## src/rtl/cpu_pkg.sv

```systemverilog
// Shared CPU definitions: fetch FSM encoding and fetch-stage defaults.
package cpu_pkg;

  localparam int unsigned CPU_ADDR_W    = 32;
  localparam logic [15:0] CPU_NOP_INSTR = 16'hBF00;

  typedef enum logic [1:0] {
    IDLE = 2'd0,
    REQ  = 2'd1,
    WAIT = 2'd2,
    DROP = 2'd3
  } fetch_state_t;

endpackage

```

## src/rtl/fetch_fifo.sv

```systemverilog
// Synchronous prefetch FIFO of {pc, instr} entries; clear beats push and pop.
module fetch_fifo #(
  parameter int unsigned DEPTH  = 4,
  parameter int unsigned DATA_W = 48
) (
  input  logic                         clk,
  input  logic                         rst,
  input  logic                         clear_i,
  input  logic                         push_i,
  input  logic [DATA_W-1:0]            wdata_i,
  input  logic                         pop_i,
  output logic [DATA_W-1:0]            rdata_o,
  output logic                         full_o,
  output logic                         empty_o,
  output logic [$clog2(DEPTH):0]       count_o
);

  localparam int unsigned PTR_W = $clog2(DEPTH);
  localparam int unsigned CNT_W = PTR_W + 1;

  logic [DATA_W-1:0] mem_q [DEPTH];
  logic [PTR_W-1:0]  wr_ptr_q;
  logic [PTR_W-1:0]  rd_ptr_q;
  logic [CNT_W-1:0]  count_q;
  logic              do_push;
  logic              do_pop;

  assign full_o  = (count_q == CNT_W'(DEPTH));
  assign empty_o = (count_q == {CNT_W{1'b0}});
  assign do_push = push_i && !full_o;
  assign do_pop  = pop_i && !empty_o;
  assign rdata_o = mem_q[rd_ptr_q];
  assign count_o = count_q;

  always_ff @(posedge clk) begin
    if (do_push) begin
      mem_q[wr_ptr_q] <= wdata_i;
    end
  end

  // Pointers wrap naturally because DEPTH is a power of two.
  always_ff @(posedge clk) begin
    if (rst || clear_i) begin
      wr_ptr_q <= {PTR_W{1'b0}};
      rd_ptr_q <= {PTR_W{1'b0}};
      count_q  <= {CNT_W{1'b0}};
    end else begin
      if (do_push) wr_ptr_q <= wr_ptr_q + PTR_W'(1);
      if (do_pop)  rd_ptr_q <= rd_ptr_q + PTR_W'(1);
      case ({do_push, do_pop})
        2'b10:   count_q <= count_q + CNT_W'(1);
        2'b01:   count_q <= count_q - CNT_W'(1);
        default: count_q <= count_q;
      endcase
    end
  end

endmodule

```

## src/rtl/fetch_stage.sv

```systemverilog
// Instruction fetch stage: single-outstanding imem reader, prefetch FIFO and
// the IR/PC register presented to ID, with branch flush and redirect.
module fetch_stage #(
  parameter int unsigned       ADDR_W     = cpu_pkg::CPU_ADDR_W,
  parameter int unsigned       FIFO_DEPTH = 4,
  parameter logic [ADDR_W-1:0] RESET_PC   = {ADDR_W{1'b0}},
  parameter logic [15:0]       NOP_INSTR  = cpu_pkg::CPU_NOP_INSTR
) (
  input  logic              clk,
  input  logic              rst,
  input  logic              i_stall_id,
  input  logic              i_branch_met,
  input  logic [ADDR_W-1:0] i_branch_target,
  output logic              o_imem_req,
  output logic [ADDR_W-1:0] o_imem_addr,
  input  logic              i_imem_gnt,
  input  logic              i_imem_valid,
  input  logic [15:0]       i_imem_rdata,
  output logic [15:0]       o_ir_id,
  output logic [ADDR_W-1:0] o_pc_id,
  output logic              o_ir_valid
);
  import cpu_pkg::*;

  localparam int unsigned      CNT_W   = $clog2(FIFO_DEPTH) + 1;
  localparam logic [CNT_W-1:0] DEPTH_C = CNT_W'(FIFO_DEPTH);

  fetch_state_t      state_q, state_d;
  logic [ADDR_W-1:0] fetch_pc_q, fetch_pc_d;
  logic [ADDR_W-1:0] target_s;
  logic [15:0]       ir_q, ir_d;
  logic [ADDR_W-1:0] pc_id_q, pc_id_d;
  logic              ir_valid_q, ir_valid_d;
  logic              fifo_push_s, fifo_pop_s, fifo_full_s, fifo_empty_s;
  logic [CNT_W-1:0]  fifo_count_s, count_after_s;
  logic [ADDR_W+15:0] fifo_head_s;

  assign target_s      = {i_branch_target[ADDR_W-1:1], 1'b0};
  assign fifo_pop_s    = !i_branch_met && !i_stall_id && !fifo_empty_s;
  assign count_after_s = fifo_count_s + CNT_W'(1) - CNT_W'(fifo_pop_s);

  fetch_fifo #(
    .DEPTH  (FIFO_DEPTH),
    .DATA_W (ADDR_W + 16)
  ) u_fifo (
    .clk     (clk),
    .rst     (rst),
    .clear_i (i_branch_met),
    .push_i  (fifo_push_s),
    .wdata_i ({fetch_pc_q - ADDR_W'(2), i_imem_rdata}),
    .pop_i   (fifo_pop_s),
    .rdata_o (fifo_head_s),
    .full_o  (fifo_full_s),
    .empty_o (fifo_empty_s),
    .count_o (fifo_count_s)
  );

  // Fetch FSM; a granted request already advanced fetch_pc, so the
  // returning halfword belongs to fetch_pc-2.
  always_comb begin
    state_d     = state_q;
    fetch_pc_d  = fetch_pc_q;
    fifo_push_s = 1'b0;
    if (i_branch_met) begin
      fetch_pc_d = target_s;
      case (state_q)
        REQ:     state_d = i_imem_gnt   ? DROP : REQ;
        WAIT:    state_d = i_imem_valid ? REQ  : DROP;
        DROP:    state_d = i_imem_valid ? REQ  : DROP;
        default: state_d = REQ;
      endcase
    end else begin
      case (state_q)
        IDLE: state_d = fifo_full_s ? IDLE : REQ;
        REQ: begin
          if (i_imem_gnt) begin
            fetch_pc_d = fetch_pc_q + ADDR_W'(2);
            state_d    = WAIT;
          end else begin
            state_d = REQ;
          end
        end
        WAIT: begin
          if (i_imem_valid) begin
            fifo_push_s = 1'b1;
            state_d     = (count_after_s == DEPTH_C) ? IDLE : REQ;
          end else begin
            state_d = WAIT;
          end
        end
        DROP:    state_d = i_imem_valid ? REQ : DROP;
        default: state_d = IDLE;
      endcase
    end
  end

  // ID register: flush beats stall, stall holds, otherwise pop or bubble.
  always_comb begin
    ir_d       = ir_q;
    pc_id_d    = pc_id_q;
    ir_valid_d = ir_valid_q;
    if (i_branch_met) begin
      ir_d       = NOP_INSTR;
      ir_valid_d = 1'b0;
    end else if (i_stall_id) begin
      ir_d       = ir_q;
      ir_valid_d = ir_valid_q;
    end else if (!fifo_empty_s) begin
      ir_d       = fifo_head_s[15:0];
      pc_id_d    = fifo_head_s[ADDR_W+15:16];
      ir_valid_d = 1'b1;
    end else begin
      ir_d       = NOP_INSTR;
      ir_valid_d = 1'b0;
    end
  end

  always_ff @(posedge clk) begin
    if (rst) begin
      state_q    <= IDLE;
      fetch_pc_q <= RESET_PC;
      ir_q       <= NOP_INSTR;
      pc_id_q    <= RESET_PC;
      ir_valid_q <= 1'b0;
    end else begin
      state_q    <= state_d;
      fetch_pc_q <= fetch_pc_d;
      ir_q       <= ir_d;
      pc_id_q    <= pc_id_d;
      ir_valid_q <= ir_valid_d;
    end
  end

  assign o_imem_req  = (state_q == REQ);
  assign o_imem_addr = fetch_pc_q;
  assign o_ir_id     = ir_q;
  assign o_pc_id     = pc_id_q;
  assign o_ir_valid  = ir_valid_q;

endmodule

```

## config.mk

```make
export PLATFORM = sky130hd
export DESIGN_NAME = fetch_stage
export DESIGN_NICKNAME = d
export VERILOG_FILES = /design/src/rtl/cpu_pkg.sv /design/src/rtl/fetch_fifo.sv /design/src/rtl/fetch_stage.sv
export SDC_FILE = /design/constraint.sdc
export NUM_CORES = 1
export LEC_CHECK = 0
export ABC_AREA = 0
export CAP_MARGIN = 10
export CORE_ASPECT_RATIO = 1.1
export CORE_MARGIN = 2
export CORE_UTILIZATION = 55
export CTS_BUF_LIST = sky130_fd_sc_hd__clkbuf_8
export CTS_CLUSTER_DIAMETER = 60
export CTS_CLUSTER_SIZE = 25
export DETAILED_ROUTE_END_ITERATION = 10
export PLACE_DENSITY = 0.85
export SYNTH_ARGS = -nofsm -noshare
export SYNTH_HDL_FRONTEND = slang
export SYNTH_SLANG_ARGS = --single-unit
```

## constraint.sdc

```tcl
create_clock -name clk -period 5.2 [get_ports clk]
set_input_delay 0.52 -clock clk [delete_from_list [all_inputs] [get_ports clk]]
set_output_delay 0.52 -clock clk [all_outputs]
set_load 0.01 [all_outputs]
```

==> metrics.csv <==
metric,value,unit
dp.final_hpwl,15800,um
top_layer,met4,
post_synth_and_or_nand_nor_area_fraction,11.6,%
fillCellCount,1540,
critPathMaxStageDelay,0.46,ns
numPortBuffers,132,
hold_violations,0,
worst_pin_slew,1.05,ns
synth-seq-area-share,64.3,%
synth_compound_area_share,6.85,%
final_area,13400,um2
leakagePower,4.17,nW
dr.pass1.iters,4,
cellPowerDensity,283,nW/um2
gr-total-overflow,0,
synth.ff_latch_count,278,
slew_violations,0,
cts_tree,built,
cp_common_cell,buf_4,
antenna_left,0,
drive_above_1_share,10.1,%
track_usage,21.5,%
synthCells,851,
syn_area_per_cell,13.6,um2
grt_pass1_wl,37500,um
drt_iter0_drc,464,
wl_met2,12000,um
place_area,13000,um2
area_growth,15.5,%
synthAdderAreaFrac,1.19,%
hold_path.class,reg -> reg,
clockRootBuffer,clkbuf_8,
cts_sinks,278,
synth_cell_types,61,
grt_pass1_vias,7014,
final_core_util,64.8,%
grt_antenna_before_repair,0,
cts_setup_buffers,0,
hold_path_depth,2,
synthArstFlopShare,0,%
grt_max_degree,48,
fin_nets,1011,
crit_arrival,3.29,ns
reg2reg_to,state_q[0]$_SDFF_PP0_,
cts_made_buffers,17,
htree_levels,1,
status,completed,
synth_edf_count,188,
period_minus_slack,2.84,ns
num_vias,7198,
clk_pin_slew,0.13,ns
crit_chain,clkdlybuf4s50_1 -> buf_4 -> a211o_1 -> buf_4 -> clkinv_1 -> buf_4 -> ha_1 -> xnor2_1 -> xnor2_1 -> o221ai_1 -> a221oi_1,
wl_met1,9910,um
period_share,54.6,%
cp-start-kind,input pin,
r2r_cells,11,
max_cap_viol_count,0,
synthXorXnorAreaFrac,3.18,%
num_rows,55,
rsz0062_at_grt,no,
synth_warnings,0,
insertion_delay,0.54,ns
via_per_inst,5.94,
hold_slack,0.463,ns
setup_viol,0,
crit_required,5.65,ns
critPathKind,in -> reg,
cts_max_path_buffers,3,
synth_top_family_by_area,simple AND/OR/NAND/NOR gates,
num_antenna_cells,0,
start_util,56.1,%
wl_met3,1470,um
core,20600,um2
yosys-mux-area-fraction,9.40,%
wire_per_inst,19.6,um
power.total,3.78,mW
ir_drop,164,uV
die_h,156,um
fp.dieW,142,um
syn_area,11600,um2
ioPinCount,136,
cp_max_fo,36,
cts-hold-fix-buffers,0,
cts_resized,0,
place_congestion,0.769,
ys.flop_type,edfxtp_1,
die_area,22200,um2
max_slew_margin,29.2,%
drc_errors,0,
slowest_stage,clkdlybuf4s50_1,
totalWireLength,23700,um
fin_setup_tns,0,ns
worst_setup_path_end_kind,flip-flop,
final.setup_skew,0.0242,ns
timing.fmax,352,MHz
r2r_slack,2.44,ns
r2r-start,u_fifo.count_o[0]$_SDFFE_PP0P_,
crit_end,state_q[0]$_SDFF_PP0_,
crit_start,i_branch_met,
## area by class of cell
class / count / area [um2] / area share (%)
Timing Repair Buffer: 142 / 1390 / 10.4
Inverter: 25 / 93.8 / 0.702
Clock inverter: 12 / 131 / 0.983
Tap cell: 256 / 320 / 2.40
Sequential cell: 278 / 7450 / 55.7
Multi-Input combinational cell: 482 / 3750 / 28.0
Clock buffer: 17 / 234 / 1.75
## logic make-up after synthesis
| family | count (synthesis) |
|---|---|
| AO/OA/AOI/OAI | 117 |
| XOR/XNOR | 42 |
| AND/OR/NAND/NOR | 260 |
| adder cells (fa/ha/maj) | 11 |
| multiplexers | 50 |
| flip-flops | 278 |
| other | 1 |
| buffers and inverters | 92 |
## synthesized netlist by cell type, drive strengths merged, types with 2 or more instances
cell	instances	share of area, %
edfxtp	188	49
nand2	99	3.2
dfxtp	90	16
nor2	56	1.8
mux4	47	9.1
a21oi	44	1.9
clkbuf	42	1.4
xnor2	32	2.4
buf	25	1.2
inv	24	0.78
nor4	20	1.3
nand3	16	0.69
or4	14	0.94
a211oi	13	0.84
o31ai	12	0.78
ha	11	1.2
a311oi	10	0.76
nand4	10	0.67
xor2	10	0.76
a22oi	9	0.58
o22ai	7	0.38
and3	6	0.32
and4	6	0.45
nor3	6	0.36
nand3b	5	0.43
o21ai	5	0.22
a2111oi	4	0.34
nand4b	4	0.30
nor2b	4	0.22
or3	4	0.22
mux2i	3	0.26
o41a	3	0.29
a221o	2	0.17
a221oi	2	0.15
or2	2	0.11
## critical path, delay by kind of cell
kind                       cells  cell delay, ns
AOI/OAI and AO/OA              3            0.55
adders and majority gates      1            0.25
buffers and inverters          5            1.60
xor gates and xnor gates       2            0.34
## sequential cells by signal, summed over array words and instances (netlist names), named ones only
| register | cells |
|---|---|
| o_ir_valid | 1 |
| state_q | 2 |
| u_fifo.mem_q | 188 |
| o_pc_id | 31 |
| o_imem_addr | 31 |
| o_ir_id | 16 |
| u_fifo.rd_ptr_q | 2 |
| u_fifo.count_o | 3 |
| u_fifo.wr_ptr_q | 2 |
## how the worst min path moves through the flow
| stage | from | to |
|---|---|---|
| 6_report | o_pc_id[4]$_SDFFE_PP0P_ | o_pc_id[4]$_SDFFE_PP0P_ |
| 5_1_grt | o_pc_id[14]$_SDFFE_PP0P_ | o_pc_id[14]$_SDFFE_PP0P_ |
| 4_1_cts | o_pc_id[30]$_SDFFE_PP0P_ | o_pc_id[30]$_SDFFE_PP0P_ |
| 3_5_place_dp | o_pc_id[7]$_SDFFE_PP0P_ | o_pc_id[7]$_SDFFE_PP0P_ |
| 3_3_place_gp | o_pc_id[20]$_SDFFE_PP0P_ | o_pc_id[20]$_SDFFE_PP0P_ |
| 2_1_floorplan | u_fifo.rd_ptr_q[1]$_SDFFE_PP0P_ | flip-flop |
## report_power, final
group / switching (mW) / internal, mW
registers: 0.0450 / 2.39
logic: 0.136 / 0.118
clock network: 0.696 / 0.393
total: 0.877 / 2.91
## layer usage
| metal | up-vias | GRT usage (%) |
|---|---|---|
| met4 | 0 | 4.90 |
| met3 | 25 | 2.98 |
| met2 | 250 | 37.3 |
| li1 | 3384 | - |
| met5 | - | 0 |
| met1 | 3539 | 29.2 |
## placed cells by master, fill, tap and decap left out, types with 4 or more instances in the layout
cell type	netlist	routed
a21oi_1	44	44
buf_4	5	10
nor3_1	5	5
xor2_1	10	10
a22oi_1	9	9
nor2_1	56	56
dfxtp_1	90	88
nor2b_1	4	4
a211oi_1	13	13
nand3_1	16	16
nand2_1	99	99
or3_1	4	4
clkdlybuf4s50_1	0	131
mux4_2	47	47
clkbuf_8	0	17
or4_1	13	13
and3_2	0	4
ha_1	11	11
o22ai_1	7	7
o31ai_1	12	12
nand4_1	9	9
nand4b_1	4	4
xnor2_1	32	32
o21ai_0	5	5
a311oi_1	10	10
edfxtp_1	188	188
inv_1	24	29
nand3b_1	4	4
and4_1	6	6
nor4_1	17	17
## through the flow
stage / setup WS [ns] / instances
2_1_floorplan: 2.18 / 852
4_1_cts: 2.40 / 1212
5_1_grt: 2.12 / 1212
3_5_place_dp: 1.84 / 1183
3_3_place_gp: 1.93 / 1183
6_report: 2.36 / 1212
Note: power is estimated with default switching activity, not from simulation.
